File: src/rtl/cordic_pkg.sv
// Shared CORDIC definitions: Q4.20 word format, angle constants, FSM and quadrant encodings.
package cordic_pkg;

  localparam int INTEGER_WIDTH    = 4;
  localparam int FRACTIONAL_WIDTH = 20;
  localparam int DATA_WIDTH       = INTEGER_WIDTH + FRACTIONAL_WIDTH;

  localparam logic [DATA_WIDTH-1:0] HALF_PI       = 24'd1647099;
  localparam logic [DATA_WIDTH-1:0] PI            = 24'd3294198;
  localparam logic [DATA_WIDTH-1:0] THREE_HALF_PI = 24'd4941297;
  localparam logic [DATA_WIDTH-1:0] TWO_PI        = 24'd6588396;

  typedef enum logic [1:0] {
    IDLE = 2'd0,
    WRAP = 2'd1,
    QUAD = 2'd2,
    OUT  = 2'd3
  } state_t;

  typedef enum logic [1:0] {
    QUADRANT_0 = 2'd0,
    QUADRANT_1 = 2'd1,
    QUADRANT_2 = 2'd2,
    QUADRANT_3 = 2'd3
  } quad_t;

  // Start of quadrant q in Q4.20, i.e. q * pi/2.
  function automatic logic [DATA_WIDTH-1:0] quad_base(input logic [1:0] q);
    case (q)
      2'd0:    return '0;
      2'd1:    return HALF_PI;
      2'd2:    return PI;
      default: return THREE_HALF_PI;
    endcase
  endfunction

endpackage

File: src/rtl/cordic_quadrant_sel.sv
// Maps a wrapped angle in [0, 2*pi) to its quadrant and first-quadrant residual.
module cordic_quadrant_sel
  import cordic_pkg::*;
(
  input  logic [DATA_WIDTH-1:0] acc,
  output quad_t                 quadrant,
  output logic [DATA_WIDTH-1:0] residual
);

  // Thermometer of quadrant boundaries crossed; its population count is the quadrant.
  logic [2:0] at_or_above;

  generate
    for (genvar gi = 0; gi < 3; gi++) begin : g_bound
      assign at_or_above[gi] = (acc >= quad_base(2'(gi + 1)));
    end
  endgenerate

  logic [1:0] quad_idx;

  always_comb begin
    quad_idx = 2'(at_or_above[0]) + 2'(at_or_above[1]) + 2'(at_or_above[2]);
    quadrant = quad_t'(quad_idx);
    residual = acc - quad_base(quad_idx);
  end

endmodule

File: src/rtl/cordic_angle_reduce.sv
// Wraps a signed Q4.20 angle into [0, 2*pi) and splits it into quadrant plus [0, pi/2) residual.
module cordic_angle_reduce
  import cordic_pkg::*;
(
  input  logic                  clk,
  input  logic                  rst,
  input  logic [DATA_WIDTH-1:0] angle_in,
  input  logic                  in_valid,
  output logic                  in_ready,
  output logic [DATA_WIDTH-1:0] angle_out,
  output logic [1:0]            quadrant,
  output logic                  out_valid,
  input  logic                  out_ready
);

  localparam logic signed [DATA_WIDTH:0] TWO_PI_EXT = {1'b0, TWO_PI};

  state_t                       state_reg;
  state_t                       state_next;
  logic signed [DATA_WIDTH:0]   acc_reg;
  logic [DATA_WIDTH-1:0]        angle_reg;
  logic [1:0]                   quad_reg;

  quad_t                        sel_quadrant;
  logic [DATA_WIDTH-1:0]        sel_residual;

  logic accept;
  logic acc_negative;
  logic acc_too_big;

  assign accept       = in_valid && in_ready;
  assign acc_negative = (acc_reg < 0);
  assign acc_too_big  = (acc_reg >= TWO_PI_EXT);

  // State register
  always_ff @(posedge clk or negedge rst) begin
    if (!rst) begin
      state_reg <= IDLE;
    end else begin
      state_reg <= state_next;
    end
  end

  // Next-state logic
  always_comb begin
    state_next = state_reg;
    case (state_reg)
      IDLE:    if (accept) state_next = WRAP;
      WRAP:    if (!acc_negative && !acc_too_big) state_next = QUAD;
      QUAD:    state_next = OUT;
      OUT:     if (out_ready) state_next = IDLE;
      default: state_next = IDLE;
    endcase
  end

  // Output logic; in_ready must stay low for the whole reset assertion.
  always_comb begin
    in_ready  = (state_reg == IDLE) && rst;
    out_valid = (state_reg == OUT);
  end

  // Datapath: accumulator walks into range one 2*pi step per cycle.
  always_ff @(posedge clk or negedge rst) begin
    if (!rst) begin
      acc_reg   <= '0;
      angle_reg <= '0;
      quad_reg  <= '0;
    end else begin
      case (state_reg)
        IDLE: begin
          if (accept) acc_reg <= {angle_in[DATA_WIDTH-1], angle_in};
        end
        WRAP: begin
          if (acc_negative) begin
            acc_reg <= acc_reg + TWO_PI_EXT;
          end else if (acc_too_big) begin
            acc_reg <= acc_reg - TWO_PI_EXT;
          end
        end
        QUAD: begin
          angle_reg <= sel_residual;
          quad_reg  <= sel_quadrant;
        end
        default: ;
      endcase
    end
  end

  cordic_quadrant_sel u_quadrant_sel (
    .acc      (acc_reg[DATA_WIDTH-1:0]),
    .quadrant (sel_quadrant),
    .residual (sel_residual)
  );

  assign angle_out = angle_reg;
  assign quadrant  = quad_reg;

endmodule

File: config.mk
export PLATFORM = sky130hd
export DESIGN_NAME = cordic_angle_reduce
export DESIGN_NICKNAME = d
export VERILOG_FILES = /design/src/rtl/cordic_pkg.sv /design/src/rtl/cordic_quadrant_sel.sv /design/src/rtl/cordic_angle_reduce.sv
export SDC_FILE = /design/constraint.sdc
export NUM_CORES = 1
export LEC_CHECK = 0
export BUFFER_PORTS_ARGS = -buffer_cell sky130_fd_sc_hd__buf_2
export CORE_UTILIZATION = 30
export CTS_BUF_LIST = sky130_fd_sc_hd__clkbuf_4
export DETAILED_ROUTE_END_ITERATION = 16
export GPL_TIMING_DRIVEN = 1
export PLACE_DENSITY = 0.58
export SKIP_LAST_GASP = 1
export SYNTH_ARGS = -nofsm -noshare
export SYNTH_HDL_FRONTEND = slang
export SYNTH_SLANG_ARGS = --single-unit
File: constraint.sdc
create_clock -name clk -period 6.81 [get_ports clk]
set_input_delay 0.681 -clock clk [delete_from_list [all_inputs] [get_ports clk]]
set_output_delay 0.681 -clock clk [all_outputs]
set_load 0.005 [all_outputs]
---- After elaboration in Yosys (flattened, before gate mapping) ----
Index checks and enable logic that the tools add are counted.
Widths: inputs -> output; s select.
storage, ports and cells
  flip-flop bits (word level) ............. 53
  output and inout port bits .............. 28
  input port bits ......................... 28
  logic and storage cells ................. 42
operators by class
  reductions and logical operators ........ 10
  magnitude comparators ................... 5
  add/subtract/negate cells ............... 5
  mux-type cells .......................... 9
  equality and inequality tests ........... 9
operators by type and width
  cell                    count
  $mux 25                 3
  $pmux 23 s3             1
  $pmux 25 s2             1
  $add 25x24->25 const B  1
  $ge 25x24->1 const B    1
  $lt 25x1->1 const B     1
  $sub 25x24->25 const B  1
  $ge 24x21->1 const B    1
  $ge 24x22->1 const B    1
  $ge 24x23->1 const B    1
  $sub 24x23->24          1
  $pmux 2 s4              1
  $eq 2x2->1 const B      3
  $mux 2                  3
  $reduce_and 3->1        2
  $eq 2x1->1 const B      2
  $logic_not 2->1         2
  $ne 2x2->1 const B      2
  $logic_and 1x1->1       3
  $ne 3x3->1 const B      1
  $add 1x1->2             1
  $add 2x1->2             1
  $logic_not 1->1         2
  $ne 2x1->1 const B      1
  $reduce_bool 2->1       1

---- Longest topological paths before layout ----
  depth after elaboration ................. 6
  depth in mapped cells ................... 20
  gate-level depth less buffers ........... 19

---- Hierarchy ----
From an unflattened synthesis, not the netlist that was laid out.
unflattened totals
  cell total of the unflattened synthesis .. 533
  area total of the unflattened synthesis .. 4520.6 um^2
by module, submodules not included
  module               cells an instance  sequential area each (um^2)  area an instance (um^2)  instances
  cordic_angle_reduce  333                1326.3                       3125.5                   1
  cordic_quadrant_sel  200                0.0                          1395.1                   1

---- Worst setup path before layout ----
No wires, ideal clock.
  kind .................................... register to register
  from .................................... reg acc_reg[2]
  to ...................................... reg angle_reg[18] (netlist: angle_out[18])
  cell stages (with the launch flop) ...... 20
  clock period less this slack ............ 4966 ps
  arrival time ............................ 4876 ps
  buffers on the path ..................... 2
  setup time .............................. 90 ps
  data required time ...................... 6720 ps
  slack ................................... 1844 ps
  cell sequence ........................... dfrtp_1 > inv_1 > ha_1 > or3b_2 > a31oi_1 > o21ai_0 > a31oi_1 > o211ai_1 > a21o_1 > fa_1 > buf_4 > clkbuf_1 > nor2_1 > ha_1 > a21o_1 > a221oi_2 > o211ai_1 > maj3_1 > a221o_1 > o221ai_1
between the ends
  word-level cells in the longest chain between the ends .. 6
  elaborated cells on any way between the ends .. 10
  classes of those cells .................. 3 x add/sub; 3 x order compare; 2 x eq/ne; 1 x mux; 1 x reduce/logical
ends and longest elaborated chain
  what                                          line                       RTL
  start, declared                               cordic_angle_reduce.sv:20  logic signed [DATA_WIDTH:0] acc_reg;
  start signal, assigned                        cordic_angle_reduce.sv:71  if (accept) acc_reg <= {angle_in[DATA_WIDTH-1], angle_in};
  start signal, assigned                        cordic_angle_reduce.sv:75  acc_reg <= acc_reg + TWO_PI_EXT;
  start signal, assigned                        cordic_angle_reduce.sv:77  acc_reg <= acc_reg - TWO_PI_EXT;
  $ge 24x21->1 or $ge 24x22->1 (tied branches)  cordic_quadrant_sel.sv:15  assign at_or_above[gi] = (acc >= quad_base(2'(gi + 1)));
  $add 1x1->2                                   cordic_quadrant_sel.sv:22  quad_idx = 2'(at_or_above[0]) + 2'(at_or_above[1]) + 2'(at_or_above[2]);
  $add 2x1->2 (*)                               cordic_quadrant_sel.sv:22
  named net sel_quadrant[0]                     cordic_angle_reduce.sv:24  quad_t sel_quadrant;
  $eq 2x2->1 (tied with other cells)            cordic_pkg.sv:29           case (q)
  $pmux 23 s3 (*)                               cordic_pkg.sv:29
  $sub 24x23->24 (*)                            cordic_quadrant_sel.sv:24  residual = acc - quad_base(quad_idx);
  end signal, assigned                          cordic_angle_reduce.sv:81  angle_reg <= sel_residual;
  end, declared                                 cordic_angle_reduce.sv:21  logic [DATA_WIDTH-1:0] angle_reg;
The timed path passes the listed nets; every way through them passes the cells marked *.
A chain may end at the register's enable or synchronous reset.

---- Final worst setup path ----
Ends and elaborated chain as after synthesis.

==> impl_metrics.sql <==
INSERT INTO impl_metrics (metric_group, metric, value, unit) VALUES
('status', 'result_of_the_run', 'completed', ''),
('clocking', 'cts_setup_buffers', '0', ''),
('timing', 'timing.fmax', '179', 'MHz'),
('clocking', 'cts-root-to-sink-buffers', '2', ''),
('synthesis', 'post-synth-top-area-cell', 'sky130_fd_sc_hd__dfrtp_1', ''),
('global_routing', 'number_of_global_route_vias_before_repair', '4522', ''),
('timing', 'max_slew.worst_pin.slew', '1.09', 'ns'),
('placed_design', 'dpl_worst_slack', '1.26', 'ns'),
('worst_setup_path', 'worst_ep_required_time', '7.18', 'ns'),
('synthesis', 'postSynthCellCount', '586', ''),
('run', 'timing.max_cap.violations', '0', ''),
('detailed_routing', 'drc_viols', '0', ''),
('synthesis', 'asyncSetResetFlopFracSynth', '100', '%'),
('timing', 'fin_skew', '0.0175', 'ns'),
('clocking', 'cts_made_buffers', '5', ''),
('detailed_routing', 'vias', '4588', ''),
('floorplan', 'row_count', '45', ''),
('synthesis', 'synth_flop_cell', 'sky130_fd_sc_hd__dfrtp_1', ''),
('synthesis', 'netlist_top_cells_area', 'sky130_fd_sc_hd__dfrtp_1 28%, sky130_fd_sc_hd__ha_1 6.3%, sky130_fd_sc_hd__nand2_1 4.8%', ''),
('timing', 'finalHoldViolations', '0', ''),
('worst_setup_path', 'startpoint_of_the_most_critical_setup_path', 'acc_reg[2]', ''),
('global_routing', 'overflow_left_after_global_routing', '0', ''),
('synthesis', 'post_synth_most_frequent_cells', '60 x sky130_fd_sc_hd__nand2_1, 53 x sky130_fd_sc_hd__dfrtp_1, 44 x sky130_fd_sc_hd__a21oi_1', ''),
('synthesis', 'synthesized_area', '4740', 'sq um'),
('synthesis', 'edff_count_synth', '0', ''),
('clocking', 'cts.reportedPaths.clkPinSlew', '0.18', 'ns'),
('detailed_routing', 'vias_per_cell', '5.56', ''),
('layout', 'diodes', '0', ''),
('timing', 'setup_tns', '0', 'ns'),
('clocking', 'tritoncts_clock_tree', 'done', ''),
('global_routing', 'global_route.usage.total', '19.3', '%'),
('timing', 'layout_setup_ws', '1.23', 'ns'),
('clocking', 'cts.root.buffer_cell', 'sky130_fd_sc_hd__clkbuf_4', ''),
('floorplan', 'fp.dieH', '128', 'um'),
('global_routing', 'grt_pass1_wl', '24600', 'um'),
('synthesis', 'yosys_register_bits', '53', ''),
('layout', 'area.growth.synth_to_final', '10.4', '%'),
('timing', 'layout_worst_path_cycle_share', '82.0', '%'),
('placed_design', 'detailedPlacementHpwl', '11300', 'um'),
('timing', 'timing.final.setup_violations', '0', ''),
('worst_setup_path', 'startpoint_type_of_the_worst_setup_path', 'flop', ''),
('worst_setup_path', 'critPathArrivalTime', '5.95', 'ns'),
('floorplan', 'floorplan.die.width', '128', 'um'),
('timing', 'grt_setup_unrepaired', 'no', ''),
('synthesis', 'warnings_from_yosys', '0', ''),
('detailed_routing', 'drt-pass1-iter-count', '7', ''),
('layout', 'final_core_util', '34.2', '%'),
('global_routing', 'grt_max_degree', '55', ''),
('detailed_routing', 'post_detailed_route_wirelength_per_cell', '18.3', 'um'),
('timing', 'slew_headroom', '27.4', '%'),
('placed_design', 'gp_routability_congestion', '0.884', ''),
('floorplan', 'design.portCount', '56', ''),
('worst_setup_path', 'crit_type', 'flop to flop', ''),
('clocking', 'ctsHoldBuffers', '0', ''),
('timing', 'slew_violations', '0', ''),
('clocking', 'h_tree_levels', '2', ''),
('floorplan', 'core_region_area', '15300', 'sq um'),
('detailed_routing', 'detailedRoute.firstIterationViolations', '404', ''),
('clocking', 'worstSkewPairLatency', '0.44', 'ns'),
('worst_setup_path', 'r2r-start', 'acc_reg[2]', ''),
('clocking', 'cts.sinks', '53', ''),
('synthesis', 'synth_sequential_area_ratio', '28.0', '%'),
('detailed_routing', 'ant_nets', '0', ''),
('worst_setup_path', 'setup.worst_path.end_class', 'flop', ''),
('synthesis', 'synth_top_area_share', '28.0', '%'),
('global_routing', 'grt_antenna_before_repair', '0', ''),
('layout', 'layout-drive-gt1-share', '16.4', '%'),
('placed_design', 'portBuffers', '55', ''),
('synthesis', 'synth_most_common_cell', 'sky130_fd_sc_hd__nand2_1', ''),
('synthesis', 'synthesized_net_count', '640', ''),
('synthesis', 'syn_area_cell', '8.09', 'sq um'),
('timing', 'finalWorstPathRequiredPeriod', '5.58', 'ns'),
('floorplan', 'area_of_the_die', '16300', 'sq um'),
('clocking', 'post_cts_resized', '0', ''),
('synthesis', 'distinct_cell_type_count_of_the_synthesized_netlist', '75', ''),
('detailed_routing', 'wl', '15100', 'um'),
('worst_hold_path', 'min_path_type', 'primary input to asynchronous set/reset pin', ''),
('floorplan', 'start_util', '31.0', '%'),
('layout', 'largest_register_ff_count', '25', ''),
('layout', 'finalNetCount', '667', ''),
('worst_setup_path', 'critical_path.max_fanout', '20', '');
-- final timing paths --
| path | to | slack, ns | cells past startpoint |
|---|---|---|---|
| worst max-delay path | angle_out[18] | 1.23 | 19 |
| max in group asynchronous | acc_reg[24] | 5.84 | 2 |
| worst max register to register | angle_out[18] | 1.23 | 19 |
| min in group clk | acc_reg[20] | 0.45 | 3 |
| worst min-delay path | acc_reg[9] | 0.44 | 2 |
| worst min register to register | angle_out[8] | 0.51 | 2 |
-- critical path, cell delays in order (launching register included) --
cell and delay [ns]:
sky130_fd_sc_hd__dfrtp_1 0.55, sky130_fd_sc_hd__inv_1 0.16, sky130_fd_sc_hd__ha_1 0.20, sky130_fd_sc_hd__or3b_2 0.45
sky130_fd_sc_hd__a31oi_1 0.16, sky130_fd_sc_hd__o21ai_0 0.10, sky130_fd_sc_hd__a31oi_1 0.18, sky130_fd_sc_hd__o211ai_1 0.11
sky130_fd_sc_hd__a21o_1 0.20, sky130_fd_sc_hd__fa_1 0.50, sky130_fd_sc_hd__buf_4 0.23, sky130_fd_sc_hd__inv_1 0.14
sky130_fd_sc_hd__ha_1 0.36, sky130_fd_sc_hd__fa_1 0.45, sky130_fd_sc_hd__a21o_1 0.20, sky130_fd_sc_hd__a221oi_2 0.42
sky130_fd_sc_hd__o211ai_1 0.20, sky130_fd_sc_hd__maj3_1 0.47, sky130_fd_sc_hd__a221o_1 0.38, sky130_fd_sc_hd__o221ai_1 0.07
-- final cells by class --
type | count | area [sq um]
Tap cell | 211 | 264
Multi-Input combinational cell | 460 | 3120
Sequential cell | 53 | 1330
Inverter | 32 | 120
Clock buffer | 5 | 37.5
Timing Repair Buffer | 61 | 320
Fill cell | 1653 | 10100
Clock inverter | 3 | 46.3
-- layout by cell type (no fill, tap or decap), types with 7 or more instances in the layout --
master                      count
sky130_fd_sc_hd__mux2_2        13
sky130_fd_sc_hd__a2bb2oi_1      9
sky130_fd_sc_hd__a21o_1         7
sky130_fd_sc_hd__xnor2_1       11
sky130_fd_sc_hd__ha_1          23
sky130_fd_sc_hd__a31oi_1       20
sky130_fd_sc_hd__inv_1         32
sky130_fd_sc_hd__nor2_1        36
sky130_fd_sc_hd__o21a_1         7
sky130_fd_sc_hd__or3_1         10
sky130_fd_sc_hd__o21ai_0       28
sky130_fd_sc_hd__nor3_1         9
sky130_fd_sc_hd__buf_2         55
sky130_fd_sc_hd__o211ai_1      13
sky130_fd_sc_hd__nand2_1       60
sky130_fd_sc_hd__dfrtp_1       53
sky130_fd_sc_hd__nor2b_1        7
sky130_fd_sc_hd__nand3_1       16
sky130_fd_sc_hd__a21oi_1       44
sky130_fd_sc_hd__o22ai_1       14
sky130_fd_sc_hd__nand2b_1      13
-- stage by stage --
step	cells	instance area [sq um]	hold slack, ns
final	825	5230	0.443
after global routing	825	5230	0.436
after CTS	825	5230	0.439
after detailed placement	817	5150	0.472
after global placement	817	5150	0.463
after floorplan	586	4740	0.385
-- cell families (layout without fill, tap and decap cells) --
kind of cell	Yosys count	after routing	synth area share, %
buffers and inverters	73	101	6.28
adders and majority gates	29	29	7.81
muxes	17	17	3.93
DFF	53	53	28.0
and+or+nand+nor	189	189	20.3
AOI/OAI and AO/OA	210	210	31.0
xor gates and xnor gates	15	15	2.77
-- metal layers --
| metal | track usage, % | wire [um] | vias up |
|---|---|---|---|
| met5 | 0 | 0 | - |
| met4 | 4.98 | 231 | 0 |
| met3 | 3.17 | 796 | 13 |
| met2 | 31.1 | 6880 | 139 |
| met1 | 26.9 | 7220 | 2204 |
| li1 | - | - | 2232 |
Power is not shown: default switching activity piles up to over one toggle a cycle in this logic, so the estimate is an artifact.
